### src/rtl/b2bcd_pkg.sv
// Shared types and constants for the BCD seven-segment scheduler, its engine
// and the bench.
package b2bcd_pkg;

  typedef enum logic [2:0] {
    S_IDLE,
    S_LOAD,
    S_WAIT,
    S_RESP,
    S_GAP
  } sched_state_t;

  localparam logic [6:0] SEG_BLANK = 7'b0000000;

  // segment order is abcdefg, msb = a
  localparam logic [6:0] NUM_0 = 7'b1111110;
  localparam logic [6:0] NUM_1 = 7'b0110000;
  localparam logic [6:0] NUM_2 = 7'b1101101;
  localparam logic [6:0] NUM_3 = 7'b1111001;
  localparam logic [6:0] NUM_4 = 7'b0110011;
  localparam logic [6:0] NUM_5 = 7'b1011011;
  localparam logic [6:0] NUM_6 = 7'b1011111;
  localparam logic [6:0] NUM_7 = 7'b1110000;
  localparam logic [6:0] NUM_8 = 7'b1111111;
  localparam logic [6:0] NUM_9 = 7'b1111011;

  function automatic logic has_bad_digit(input logic [15:0] word);
    logic bad;
    bad = 1'b0;
    for (int k = 0; k < 4; k++) begin
      if (word[4*k +: 4] > 4'd9) bad = 1'b1;
    end
    return bad;
  endfunction

endpackage

### src/rtl/b2bcd_sched_rr_pick.sv
// Round-robin pick: first set request at or above rr_ptr, else lowest set one.
module rr_pick #(
  parameter int N_REQ = 4,
  parameter int IDW   = 2
) (
  input  logic [N_REQ-1:0] req,
  input  logic [IDW-1:0]   rr_ptr,
  output logic             any,
  output logic [IDW-1:0]   grant_id
);

  always_comb begin
    any      = 1'b0;
    grant_id = '0;
    for (int i = 0; i < N_REQ; i++) begin
      if (!any && (i >= int'(rr_ptr)) && req[i]) begin
        any      = 1'b1;
        grant_id = IDW'(i);
      end
    end
    // wrap-around pass: only reached when nothing at or above the pointer
    for (int i = 0; i < N_REQ; i++) begin
      if (!any && req[i]) begin
        any      = 1'b1;
        grant_id = IDW'(i);
      end
    end
  end

endmodule

### src/rtl/b2bcd_sched.sv
// Shares one BCD seven-segment engine among N_REQ requesters: validate, grant,
// stream four digits, wait for the result (with timeout) and return it tagged.
//   state  | meaning
//   S_IDLE | waiting for any req; grant sampled here
//   S_LOAD | streaming digits 0..3 into the engine
//   S_WAIT | waiting for eng_out_valid, timer running
//   S_RESP | rsp_valid cycle
//   S_GAP  | forced idle before the next grant
module b2bcd_sched
  import b2bcd_pkg::*;
#(
  parameter int N_REQ   = 4,
  parameter int TIMEOUT = 64,
  parameter int GAP     = 2,
  localparam int IDW    = (N_REQ > 1) ? $clog2(N_REQ) : 1
) (
  input  logic                  clk,
  input  logic                  rst,
  input  logic [N_REQ-1:0]      req,
  input  logic [16*N_REQ-1:0]   req_data,
  output logic [N_REQ-1:0]      ack,
  output logic                  busy,
  output logic                  eng_in_valid,
  output logic [3:0]            eng_in_data,
  input  logic                  eng_out_valid,
  input  logic [6:0]            eng_seg_100,
  input  logic [6:0]            eng_seg_10,
  input  logic [6:0]            eng_seg_1,
  output logic                  rsp_valid,
  output logic [IDW-1:0]        rsp_id,
  output logic                  rsp_err,
  output logic [6:0]            rsp_seg_100,
  output logic [6:0]            rsp_seg_10,
  output logic [6:0]            rsp_seg_1
);

  localparam int TW = $clog2(TIMEOUT + 1);
  localparam int GW = $clog2(GAP + 1);

  sched_state_t     state_q, state_d;
  logic [IDW-1:0]   rr_ptr_q, rr_ptr_d;
  logic [IDW-1:0]   id_q, id_d;
  logic [15:0]      word_q, word_d;
  logic [1:0]       cnt_q, cnt_d;
  logic [TW-1:0]    timer_q, timer_d;
  logic [GW-1:0]    gap_q, gap_d;
  logic [N_REQ-1:0] ack_q, ack_d;
  logic             busy_q, busy_d;
  logic             in_valid_q, in_valid_d;
  logic [3:0]       in_data_q, in_data_d;
  logic             rsp_valid_q, rsp_valid_d;
  logic [IDW-1:0]   rsp_id_q, rsp_id_d;
  logic             rsp_err_q, rsp_err_d;
  logic [6:0]       seg_100_q, seg_100_d, seg_10_q, seg_10_d, seg_1_q, seg_1_d;

  logic             any;
  logic [IDW-1:0]   grant_id;
  logic [15:0]      sel_word;

  rr_pick #(.N_REQ(N_REQ), .IDW(IDW)) u_pick (
    .req      (req),
    .rr_ptr   (rr_ptr_q),
    .any      (any),
    .grant_id (grant_id)
  );

  assign sel_word = req_data[{grant_id, 4'b0000} +: 16];

  always_comb begin
    state_d     = state_q;
    rr_ptr_d    = rr_ptr_q;
    id_d        = id_q;
    word_d      = word_q;
    cnt_d       = cnt_q;
    timer_d     = timer_q;
    gap_d       = gap_q;
    ack_d       = '0;
    in_valid_d  = 1'b0;
    in_data_d   = 4'd0;
    rsp_valid_d = 1'b0;
    rsp_id_d    = rsp_id_q;
    rsp_err_d   = rsp_err_q;
    seg_100_d   = seg_100_q;
    seg_10_d    = seg_10_q;
    seg_1_d     = seg_1_q;

    case (state_q)
      S_IDLE: begin
        if (any) begin
          ack_d    = N_REQ'(1) << grant_id;
          id_d     = grant_id;
          word_d   = sel_word;
          rr_ptr_d = (grant_id == IDW'(N_REQ - 1)) ? '0 : grant_id + IDW'(1);
          if (has_bad_digit(sel_word)) begin
            state_d     = S_RESP;
            rsp_valid_d = 1'b1;
            rsp_id_d    = grant_id;
            rsp_err_d   = 1'b1;
            seg_100_d   = SEG_BLANK;
            seg_10_d    = SEG_BLANK;
            seg_1_d     = SEG_BLANK;
          end else begin
            state_d    = S_LOAD;
            cnt_d      = 2'd0;
            in_valid_d = 1'b1;
            in_data_d  = sel_word[3:0];
          end
        end
      end
      S_LOAD: begin
        if (cnt_q == 2'd3) begin
          state_d = S_WAIT;
          timer_d = '0;
        end else begin
          cnt_d      = cnt_q + 2'd1;
          in_valid_d = 1'b1;
          in_data_d  = word_q[{cnt_d, 2'b00} +: 4];
        end
      end
      S_WAIT: begin
        // a result on the expiry edge still wins over the timeout
        if (eng_out_valid) begin
          state_d     = S_RESP;
          rsp_valid_d = 1'b1;
          rsp_id_d    = id_q;
          rsp_err_d   = 1'b0;
          seg_100_d   = eng_seg_100;
          seg_10_d    = eng_seg_10;
          seg_1_d     = eng_seg_1;
        end else if (timer_q == TW'(TIMEOUT - 1)) begin
          state_d     = S_RESP;
          rsp_valid_d = 1'b1;
          rsp_id_d    = id_q;
          rsp_err_d   = 1'b1;
          seg_100_d   = SEG_BLANK;
          seg_10_d    = SEG_BLANK;
          seg_1_d     = SEG_BLANK;
        end else begin
          timer_d = timer_q + TW'(1);
        end
      end
      S_RESP: begin
        state_d = S_GAP;
        gap_d   = '0;
      end
      S_GAP: begin
        if (gap_q == GW'(GAP - 1)) state_d = S_IDLE;
        else                       gap_d   = gap_q + GW'(1);
      end
      default: state_d = S_IDLE;
    endcase

    busy_d = (state_d != S_IDLE);
  end

  always_ff @(posedge clk) begin
    if (rst) begin
      state_q     <= S_IDLE;
      rr_ptr_q    <= '0;
      id_q        <= '0;
      word_q      <= '0;
      cnt_q       <= '0;
      timer_q     <= '0;
      gap_q       <= '0;
      ack_q       <= '0;
      busy_q      <= 1'b0;
      in_valid_q  <= 1'b0;
      in_data_q   <= '0;
      rsp_valid_q <= 1'b0;
      rsp_id_q    <= '0;
      rsp_err_q   <= 1'b0;
      seg_100_q   <= '0;
      seg_10_q    <= '0;
      seg_1_q     <= '0;
    end else begin
      state_q     <= state_d;
      rr_ptr_q    <= rr_ptr_d;
      id_q        <= id_d;
      word_q      <= word_d;
      cnt_q       <= cnt_d;
      timer_q     <= timer_d;
      gap_q       <= gap_d;
      ack_q       <= ack_d;
      busy_q      <= busy_d;
      in_valid_q  <= in_valid_d;
      in_data_q   <= in_data_d;
      rsp_valid_q <= rsp_valid_d;
      rsp_id_q    <= rsp_id_d;
      rsp_err_q   <= rsp_err_d;
      seg_100_q   <= seg_100_d;
      seg_10_q    <= seg_10_d;
      seg_1_q     <= seg_1_d;
    end
  end

  assign ack          = ack_q;
  assign busy         = busy_q;
  assign eng_in_valid = in_valid_q;
  assign eng_in_data  = in_data_q;
  assign rsp_valid    = rsp_valid_q;
  assign rsp_id       = rsp_id_q;
  assign rsp_err      = rsp_err_q;
  assign rsp_seg_100  = seg_100_q;
  assign rsp_seg_10   = seg_10_q;
  assign rsp_seg_1    = seg_1_q;

endmodule

### config.mk
export PLATFORM = sky130hd
export DESIGN_NAME = b2bcd_sched
export DESIGN_NICKNAME = d
export VERILOG_FILES = /design/src/rtl/b2bcd_pkg.sv /design/src/rtl/b2bcd_sched_rr_pick.sv /design/src/rtl/b2bcd_sched.sv
export SDC_FILE = /design/constraint.sdc
export NUM_CORES = 1
export LEC_CHECK = 0
export CELL_PAD_IN_SITES_DETAIL_PLACEMENT = 1
export CELL_PAD_IN_SITES_GLOBAL_PLACEMENT = 1
export CORE_MARGIN = 1.5
export CORE_UTILIZATION = 34
export DETAILED_ROUTE_END_ITERATION = 8
export GPL_TIMING_DRIVEN = 0
export PLACE_DENSITY_LB_ADDON = 0.1
export SLEW_MARGIN = 10
export SYNTH_ARGS = -nofsm -noshare
export SYNTH_HDL_FRONTEND = slang
export SYNTH_SLANG_ARGS = --single-unit
### constraint.sdc
create_clock -name clk -period 7.01 [get_ports clk]
set_clock_uncertainty 0.2 [all_clocks]
set_input_delay 1.402 -clock clk [delete_from_list [all_inputs] [get_ports clk]]
set_output_delay 1.402 -clock clk [all_outputs]
set_load 0.05 [all_outputs]
After elaboration in Yosys (flattened, before gate mapping). Index checks and enable logic that the tools add are counted. Widths: inputs -> output; s select.

Logic and storage cells: 150. Register bits after elaboration: 69. Output and inout bits: 35. Bits of input ports: 92.

Multiplexer cells: 71. Reductions and logical operators: 29. $lt $le $gt $ge: 7. Shifts and indexed selects: 3. Eq/ne operators: 17. Bitwise gates (word level): 2. $add $sub $neg: 4.

Operator list (number): $shiftx 64x7->16 (1); $mux 7 (9); $pmux 7 s2 (4); $mux 2 (16); $mux 1 (26); $gt 4x4->1 const B (4); $ne 2x2->1 const B (8); $shiftx 16x5->4 (1); $mux 3 (5); $pmux 3 s5 (1); $mux 4 (3); $pmux 2 s2 (3); $reduce_and 4->1 (3); $logic_and 1x1->1 (10); $pmux 4 s2 (1); $reduce_bool 2->1 (4); $add 7x1->7 const B (1); $eq 7x6->1 const B (1); $logic_not 1->1 (7); $add 2x1->2 const B (3); $eq 3x2->1 const B (2); $pmux 1 s2 (3); $eq 2x2->1 const B (2); $ge 1x2->1 const A (2); other kinds (11) (13).

Depth between registers and ports, before layout. Gate-level depths: netlist of run 1.

Depth after elaboration: 38. Depth in mapped cells: 13. Gate-level depth less buffers: 9.

By module. A second synthesis of run 1 with hierarchy kept.

Cell total of the unflattened synthesis: 307. Area, all modules: 3210.6 µm².

By module, submodules not included: b2bcd_sched (instances 1, area each 3136.8 µm², cells an instance 295); rr_pick (instances 1, area each 73.8 µm², cells an instance 12).

Worst setup path after synthesis of run 1. No wires, ideal clock.

Path type: in2reg. From: in req[1]. To: reg seg_100_q[0], in the netlist rsp_seg_100[0]. Stages: 11. Path slack: 3.148 ns. Arrival time: 3.602 ns. Data required time: 6.750 ns. Library setup time: 0.060 ns. Cells stage by stage: a21boi_0 o22ai_1 a21oi_2 buf_2 mux2i_1 mux2_2 a21oi_2 or4_4 a211oi_4 buf_6 a22o_1.

Word-level cells in the longest chain between the ends: 31. Elaborated cells on any way between the ends: 42. Those cells by class: order compare (4); eq/ne (2); shift (1); mux (20); reduce/logical (15).

Ends and longest elaborated chain: start: declaration (RTL line b2bcd_sched.sv:19) `input logic [N_REQ-1:0] req,`; $logic_and 1x1->1 (RTL line b2bcd_sched_rr_pick.sv:16) `if (!any && (i >= int'(rr_ptr)) && req[i]) begin`; $mux 1 (RTL line b2bcd_sched_rr_pick.sv:16); $logic_not 1->1 (RTL line b2bcd_sched_rr_pick.sv:16); $logic_and 1x1->1 (2 in a row) (RTL line b2bcd_sched_rr_pick.sv:16); $mux 1 (RTL line b2bcd_sched_rr_pick.sv:16); $logic_not 1->1 (RTL line b2bcd_sched_rr_pick.sv:16); $logic_and 1x1->1 (RTL line b2bcd_sched_rr_pick.sv:16); $mux 1 (RTL line b2bcd_sched_rr_pick.sv:16); (+11 left out); $mux 2 (RTL line b2bcd_sched_rr_pick.sv:23) `if (!any && req[i]) begin`; $shiftx 64x7->16 (RTL line b2bcd_sched.sv:67) `assign sel_word = req_data[{grant_id, 4'b0000} +: 16];`; $gt 4x4->1 (RTL line b2bcd_pkg.sv:31) `if (word[4*k +: 4] > 4'd9) bad = 1'b1;`; $mux 1 (4 in a row) (RTL line b2bcd_pkg.sv:31); $mux 1 (RTL line b2bcd_sched.sv:89) `if (any) begin`; $mux 1 (RTL line b2bcd_sched.sv:87) `case (state_q)`; $ne 2x2->1 (no source line); $reduce_and 4->1 (no source line) (*); end signal: assignment (RTL line b2bcd_sched.sv:190) `seg_100_q <= seg_100_d;`; end: declaration (RTL line b2bcd_sched.sv:54) `logic [6:0] seg_100_q, seg_100_d, seg_10_q, seg_10_d, seg_1_q, seg_1_d;`.

Mark *: on every way between the ends. The rest lies on a longest branch, timed or not. The select of a mux whose other input is x is not followed. A chain may end at the register's enable or synchronous reset.

Worst setup path after layout of run 1.
From: in req[1]. To: reg rsp_id_q[1], in the netlist rsp_id[1].

Word-level cells in the longest chain between the ends: 31. Elaborated cells on any way between the ends: 45. Those cells by class: order compare (4); eq/ne (2); shift (1); mux (23); reduce/logical (15).

Ends and longest elaborated chain: $logic_and 1x1->1 (RTL line b2bcd_sched_rr_pick.sv:16); $mux 1 (RTL line b2bcd_sched_rr_pick.sv:16); $logic_not 1->1 (RTL line b2bcd_sched_rr_pick.sv:16); $logic_and 1x1->1 (2 in a row) (RTL line b2bcd_sched_rr_pick.sv:16); $mux 1 (RTL line b2bcd_sched_rr_pick.sv:16); $logic_not 1->1 (RTL line b2bcd_sched_rr_pick.sv:16); $logic_and 1x1->1 (RTL line b2bcd_sched_rr_pick.sv:16); $mux 1 (RTL line b2bcd_sched_rr_pick.sv:16); (+11 left out); $mux 2 (RTL line b2bcd_sched_rr_pick.sv:23); $shiftx 64x7->16 (RTL line b2bcd_sched.sv:67); $gt 4x4->1 (RTL line b2bcd_pkg.sv:31); $mux 1 (4 in a row) (RTL line b2bcd_pkg.sv:31); $mux 1 (RTL line b2bcd_sched.sv:89); $mux 1 (RTL line b2bcd_sched.sv:87); $ne 2x2->1 (no source line); $reduce_and 4->1 (no source line); end signal: assignment (RTL line b2bcd_sched.sv:188) `rsp_id_q <= rsp_id_d;`; end: declaration (RTL line b2bcd_sched.sv:52) `logic [IDW-1:0] rsp_id_q, rsp_id_d;`.

Parallel ways exist; a longest one is shown, timed or not. The select of a mux whose other input is x is not followed.

==> impl_metrics.json, run 1 <==
{
  "ys_ff_latch": 69,
  "r2r_end": "rsp_id[1]",
  "max-cap-violations": 0,
  "crit_type": "in -> reg",
  "yosys_warnings": 0,
  "drive_above_1_share": 0.0948,
  "synth_top_area_share": 0.426,
  "die_height_um": 101,
  "power_density_mw_per_mm2": 369,
  "num_io_pins": 127,
  "p_leak_nw": 1.83,
  "min_period_ns": 4.65,
  "die_w_um": 101,
  "syn2layout_area_growth_pct": 49.7,
  "port_buffers": 126,
  "synthArstFlopShare": 0,
  "synth.distinct_cells": 43,
  "finalSetupViolations": 0,
  "routed_via_density": 5.06,
  "crit_slowest_cell": "nor4_1",
  "critPathBufInv": 2,
  "vias": 3106,
  "ant_nets": 0,
  "detailedRoute.firstPassIterationCount": 4,
  "place_inst": 598,
  "grt_usage": 0.201,
  "cts_setup_buffers": 0,
  "critPathLaunchType": "input pin",
  "synth_edf_count": 0,
  "cp_slowest_stage_delay_ns": 0.79,
  "grt_antenna_before_repair": 0,
  "core_sq_mm": 0.00924,
  "cp_max_fo": 10,
  "worstRegToRegCells": 11,
  "arrival_ns": 4.69,
  "layout.nets": 575,
  "grt_pass1_vias": 3330,
  "clock-sinks": 69,
  "hpwl_mm": 7.99,
  "rsz0062_at_grt": "false",
  "finalWirelength_mm": 9.91,
  "fmax_mhz": 215,
  "postCtsResizedCells": 0,
  "rows": 35,
  "ys.flop_type": "dfxtp_1",
  "synth_area_leader_cell": "dfxtp_1",
  "rrSetupSlack_ns": 3.56,
  "hold_end": "id_q[0]",
  "start_util": 0.351,
  "syn_inst": 343,
  "critPathTopFamily": "compound AO/OA/AOI/OAI gates",
  "clk_pin_slew_ns": 0.08,
  "ys_seq_area_frac": 0.426,
  "status": "complete, no violations",
  "htree_num_levels": 3,
  "clk_path_buf_depth": 2,
  "timing.rr.start": "rr_ptr_q[1]",
  "synth_fp_nets": 438,
  "synth.most_common_cell": "dfxtp_1",
  "grt_max_degree": 13,
  "end_kind": "register",
  "cts_hold_repair.buffers": 0,
  "synth_area_per_cell_sq_um": 9.46,
  "finalMaxSlewViolations": 0,
  "startpoint": "req[1]",
  "whs_ns": 0.257,
  "grt_pass1_wl_mm": 15.9,
  "gp_congestion": 0.807,
  "hp-class": "reg -> reg",
  "finalSetupTns_ns": 0,
  "dieArea_sq_mm": 0.0101,
  "holdPathStages": 2,
  "drt_iter0_markers": 67,
  "tritoncts.num_buffers": 9,
  "slew_headroom": 0.386,
  "drc": 0,
  "n_antenna_cell": 0,
  "vdd_drop_max_mv": 0.161,
  "cp_cell_sequence": "clkdlybuf4s50_1, a21boi_0, o22ai_1, a21oi_2, buf_2, mux2i_1, mux2_2, a21oi_2, nor4_1, o22ai_1, a221oi_1",
  "hold_violations": 0,
  "hp-start": "id_q[0]",
  "mappedNetlistArea_sq_mm": 0.00324,
  "insertion_delay_ns": 0.34,
  "wl_per_cell_um": 16.1,
  "fin_cells": 614,
  "grt_overflow": 0,
  "tritoncts": "yes",
  "required_ns": 7.06,
  "synthTopCellsByCount": "dfxtp_1 (69), nor2_1 (52), mux2i_1 (32)",
  "netlist_top_cells_area": "dfxtp_1 (43%), mux2i_1 (9.9%), nor2_1 (6.0%), a22o_1 (5.9%), mux2_2 (4.5%)",
  "clock-root-buffer": "clkbuf_8",
  "final.period_utilization": 0.663,
  "worst_pin_slew_ns": 0.912
}
## power breakdown
group / leakage, nW / switching, W / internal (W)
Sequential: 0.563 / 0.0000594 / 0.000488
Clock: 0.0923 / 0.000150 / 0.000164
Combinational: 1.18 / 0.000544 / 0.000389
## cell type report
cell class                      count  area, sq um
Buffer                             24          136
Timing Repair Buffer              126         1260
Multi-Input combinational cell    245         1710
Clock buffer                       10          128
Fill cell                        1058         4380
Clock inverter                      6         63.8
Inverter                            5         18.8
Sequential cell                    69         1380
Tap cell                          129          161
## logic make-up (layout without fill, tap and decap cells)
| group | Yosys count | in the layout | synth area share |
|---|---|---|---|
| flip-flops | 69 | 69 | 0.426 |
| AND/OR/NAND/NOR | 106 | 106 | 0.146 |
| adder cells (fa/ha/maj) | 3 | 3 | 0.0116 |
| XOR/XNOR | 5 | 5 | 0.0135 |
| AO/OA/AOI/OAI | 81 | 81 | 0.179 |
| buffers and inverters | 29 | 171 | 0.0478 |
| multiplexers | 50 | 50 | 0.176 |
## registers in the layout, summed over array words and instances, names as in the netlist
signal and count:
cnt_q 2, id_q 2, rsp_err 1, rsp_valid 1
ack 4, state_q 3, rsp_seg_100 7, rsp_seg_1 7
eng_in_valid 1, gap_q 2, rsp_id 2, rsp_seg_10 7
rr_ptr_q 2, timer_q 7, eng_in_data 4, busy 1
word_q 16
## how the worst max path moves through the flow
stage | endpoint | slack [ns] | depth (start not counted)
2_1_floorplan | rsp_seg_100[0] | 3.15 | 11
3_3_place_gp | rsp_id[0] | 2.12 | 11
3_5_place_dp | rsp_id[0] | 2.04 | 11
6_report | rsp_id[1] | 2.36 | 11
5_1_grt | rsp_id[1] | 2.16 | 11
4_1_cts | rsp_id[0] | 2.39 | 11
## cells in the final DEF, fill, tap and decap left out, types with 2 or more instances in the layout
cell	instances
or3_1	3
ha_1	3
inv_1	5
mux2i_1	32
dfxtp_1	69
a21oi_1	27
o31ai_1	3
nor2_1	52
nand4_1	3
clkdlybuf4s50_1	126
buf_1	4
o22ai_1	3
nor3_1	5
nand3_1	5
clkinvlp_4	2
o21a_1	2
clkbuf_1	13
and2_1	3
clkbuf_8	9
a211oi_1	9
mux4_2	4
mux2_2	13
buf_6	3
nor4_1	5
nand2_1	22
xor2_1	4
buf_2	3
a21oi_2	3
and3_1	2
a221oi_1	3
a31oi_1	2
nand2b_1	3
a22o_1	22
o21ai_0	2
clkinv_2	2
## per-stage QoR
step                utilization  area, sq um  power [W]  worst slack [ns]
floorplan                     -         3240    0.00121              3.15
global placement          0.505         4670    0.00147              2.12
detailed placement        0.505         4670    0.00149              2.04
CTS                       0.526         4860    0.00181              2.39
global route              0.526         4860    0.00192              2.16
finish                    0.526         4860    0.00179              2.36
## per-layer routing
layer | up-vias | GRT usage | share of wire
li1 | 1515 | - | -
met1 | 1511 | 0.226 | 0.41
met2 | 61 | 0.375 | 0.53
met3 | 19 | 0.0395 | 0.030
met4 | 0 | 0.0661 | 0.025
met5 | - | 0 | 0
## tightest hold or removal path, stage by stage, from the launching register on
cell and delay, ns:
dfxtp_1 0.31, nand2_1 0.05, a21oi_1 0.05
(Power assumes the default switching activity.)
==> inputs of run 2 (changes only) <==
- CORE_UTILIZATION: 34 -> 32
- clock period: 7.01 -> 4.46 ns (I/O delays scaled with it)
==> run 2 against run 1 <==
Worst setup slack worse by 1.9 ns; non-clock buffer count stayed put; combinational power is 59% higher; highest routed layer unchanged; die area is 6.1% higher; core utilization is 2.8 points lower; final cell count is 0.65% higher; largest cell class unchanged; sequential power is 57% higher.
==> impl_metrics.json, run 2 (synthesized netlist as in run 1, its figures left out) <==
{
  "status": "complete, no violations",
  "grt_antenna_before_repair": 0,
  "largest_reg_flops": 16,
  "n_antenna_cell": 0,
  "endpoint": "rsp_seg_1[3]",
  "insertion_delay_ns": 0.35,
  "htree_num_levels": 3,
  "hp-class": "reg -> reg",
  "startpoint": "req[1]",
  "port_buffers": 126,
  "timing.rr.start": "rr_ptr_q[1]",
  "required_ns": 4.56,
  "hpwl_mm": 8.10,
  "crit_slowest_cell": "or4_4",
  "critPathTopFamily": "compound AO/OA/AOI/OAI gates",
  "rrSetupSlack_ns": 1.14,
  "drt_iter0_markers": 91,
  "finalWirelength_mm": 10.2,
  "fmax_mhz": 251,
  "vdd_drop_max_mv": 0.216,
  "finalMaxSlewViolations": 0,
  "p_leak_nw": 1.84,
  "r2r_end": "rsp_seg_1[3]",
  "grt_overflow": 0,
  "crit_type": "in -> reg",
  "clock-sinks": 69,
  "grt_usage": 0.197,
  "gp_congestion": 0.784,
  "end_kind": "register",
  "worstRegToRegCells": 12,
  "cp.depth": 12,
  "power_density_mw_per_mm2": 589,
  "cp_cell_sequence": "clkdlybuf4s50_1, a21boi_0, o22ai_1, a21oi_2, buf_2, mux2i_1, mux2_2, a21oi_1, or4_4, a211oi_4, buf_6, a22o_1",
  "drc": 0,
  "layout.nets": 575,
  "arrival_ns": 4.09,
  "core_sq_mm": 0.00982,
  "rsz0062_at_grt": "false",
  "critPathLaunchType": "input pin",
  "hold_violations": 0,
  "num_io_pins": 127,
  "num-fill-cells": 1174,
  "cp_max_fo": 10,
  "dieArea_sq_mm": 0.0108,
  "critPathBufInv": 3,
  "finalSetupViolations": 0,
  "drive_above_1_share": 0.0990,
  "min_period_ns": 3.99,
  "cp_slowest_stage_delay_ns": 0.57,
  "tritoncts": "yes",
  "die_w_um": 104,
  "worst_pin_slew_ns": 0.883,
  "ant_nets": 0,
  "wl_per_cell_um": 16.5,
  "routed_via_density": 5.02,
  "start_util": 0.330,
  "grt_pass1_vias": 3347,
  "tritoncts.num_buffers": 9,
  "grt_max_degree": 14,
  "detailedRoute.firstPassIterationCount": 4,
  "max-cap-violations": 0,
  "die_height_um": 104,
  "clk_pin_slew_ns": 0.09,
  "grt_pass1_wl_mm": 16.9,
  "final_common_cell": "clkdlybuf4s50_1",
  "top_register": "word_q",
  "clock-root-buffer": "clkbuf_8",
  "slew_headroom": 0.406,
  "final.period_utilization": 0.895,
  "rows": 36,
  "vias": 3104,
  "clk_path_buf_depth": 2,
  "syn2layout_area_growth_pct": 50.6,
  "total_power_w": 0.00288,
  "final_cell_mix": "clkdlybuf4s50_1 (126), dfxtp_1 (69), nor2_1 (52), mux2i_1 (32), a21oi_1 (27)",
  "whs_ns": 0.265
}
## run 2: how the worst min path moves through the flow
stage	startpoint	endpoint	slack (ns)	cells past startpoint
detailed placement	id_q[1]	id_q[1]	0.25	2
global route	rsp_seg_10[6]	rsp_seg_10[6]	0.30	1
global placement	timer_q[6]	timer_q[6]	0.24	2
floorplan	timer_q[6]	timer_q[6]	0.23	2
CTS	id_q[1]	id_q[1]	0.26	2
finish	id_q[0]	id_q[0]	0.26	2
## run 2: area by class of cell
| cell class | instances | area, sq um | area share |
|---|---|---|---|
| Multi-Input combinational cell | 245 | 1710 | 0.351 |
| Sequential cell | 69 | 1380 | 0.283 |
| Timing Repair Buffer | 126 | 1260 | 0.258 |
| Tap cell | 133 | 166 | 0.0341 |
| Clock buffer | 10 | 138 | 0.0282 |
| Buffer | 24 | 136 | 0.0279 |
| Clock inverter | 6 | 70.1 | 0.0143 |
| Inverter | 5 | 18.8 | 0.00384 |
## run 2: worst reg2reg max path, delay by kind of cell (launching register included)
family                 cells  cell delay [ns]
AO/OA/AOI/OAI              6             1.08
buffers and inverters      3             0.68
flip-flops                 1             0.31
multiplexers               2             0.43
AND/OR/NAND/NOR            1             0.57
## run 2: what timing repair did
| action | in CTS | in global routing |
|---|---|---|
| buffers inserted | 0 | 0 |
| hold buffers | 0 | 0 |
| setup endpoints to repair | 0 | 3 |
| resized for setup | 0 | 1 |
| endpoints found under the hold margin | 0 | 0 |
## run 2: metrics by stage
| stage | instances | instance area, sq um | utilization | setup WS, ns | TNS (ns) |
|---|---|---|---|---|---|
| 6_report | 618 | 4890 | 0.498 | 0.471 | 0 |
| 5_1_grt | 618 | 4890 | 0.498 | 0.280 | 0 |
| 4_1_cts | 618 | 4880 | 0.497 | 0.207 | 0 |
| 3_5_place_dp | 602 | 4670 | 0.476 | -0.154 | -0.809 |
| 3_3_place_gp | 602 | 4670 | 0.476 | -0.0366 | -0.0777 |
| 2_1_floorplan | 343 | 3240 | - | 1.11 | 0 |
## run 2: where the power goes
| part | leakage (nW) | internal [W] | switching [W] |
|---|---|---|---|
| Sequential | 0.563 | 0.000767 | 0.0000911 |
| Clock | 0.0955 | 0.000277 | 0.000267 |
| Combinational | 1.18 | 0.000614 | 0.000863 |
## run 2: routing by layer
layer  routed length, um  share of wire  vias up  track usage
met5                   0              0        -            0
met4                 137          0.013        0       0.0565
met3                 369          0.036       11       0.0359
li1                    -              -     1526            -
met1                4220           0.41     1500        0.228
met2                5450           0.54       67        0.369
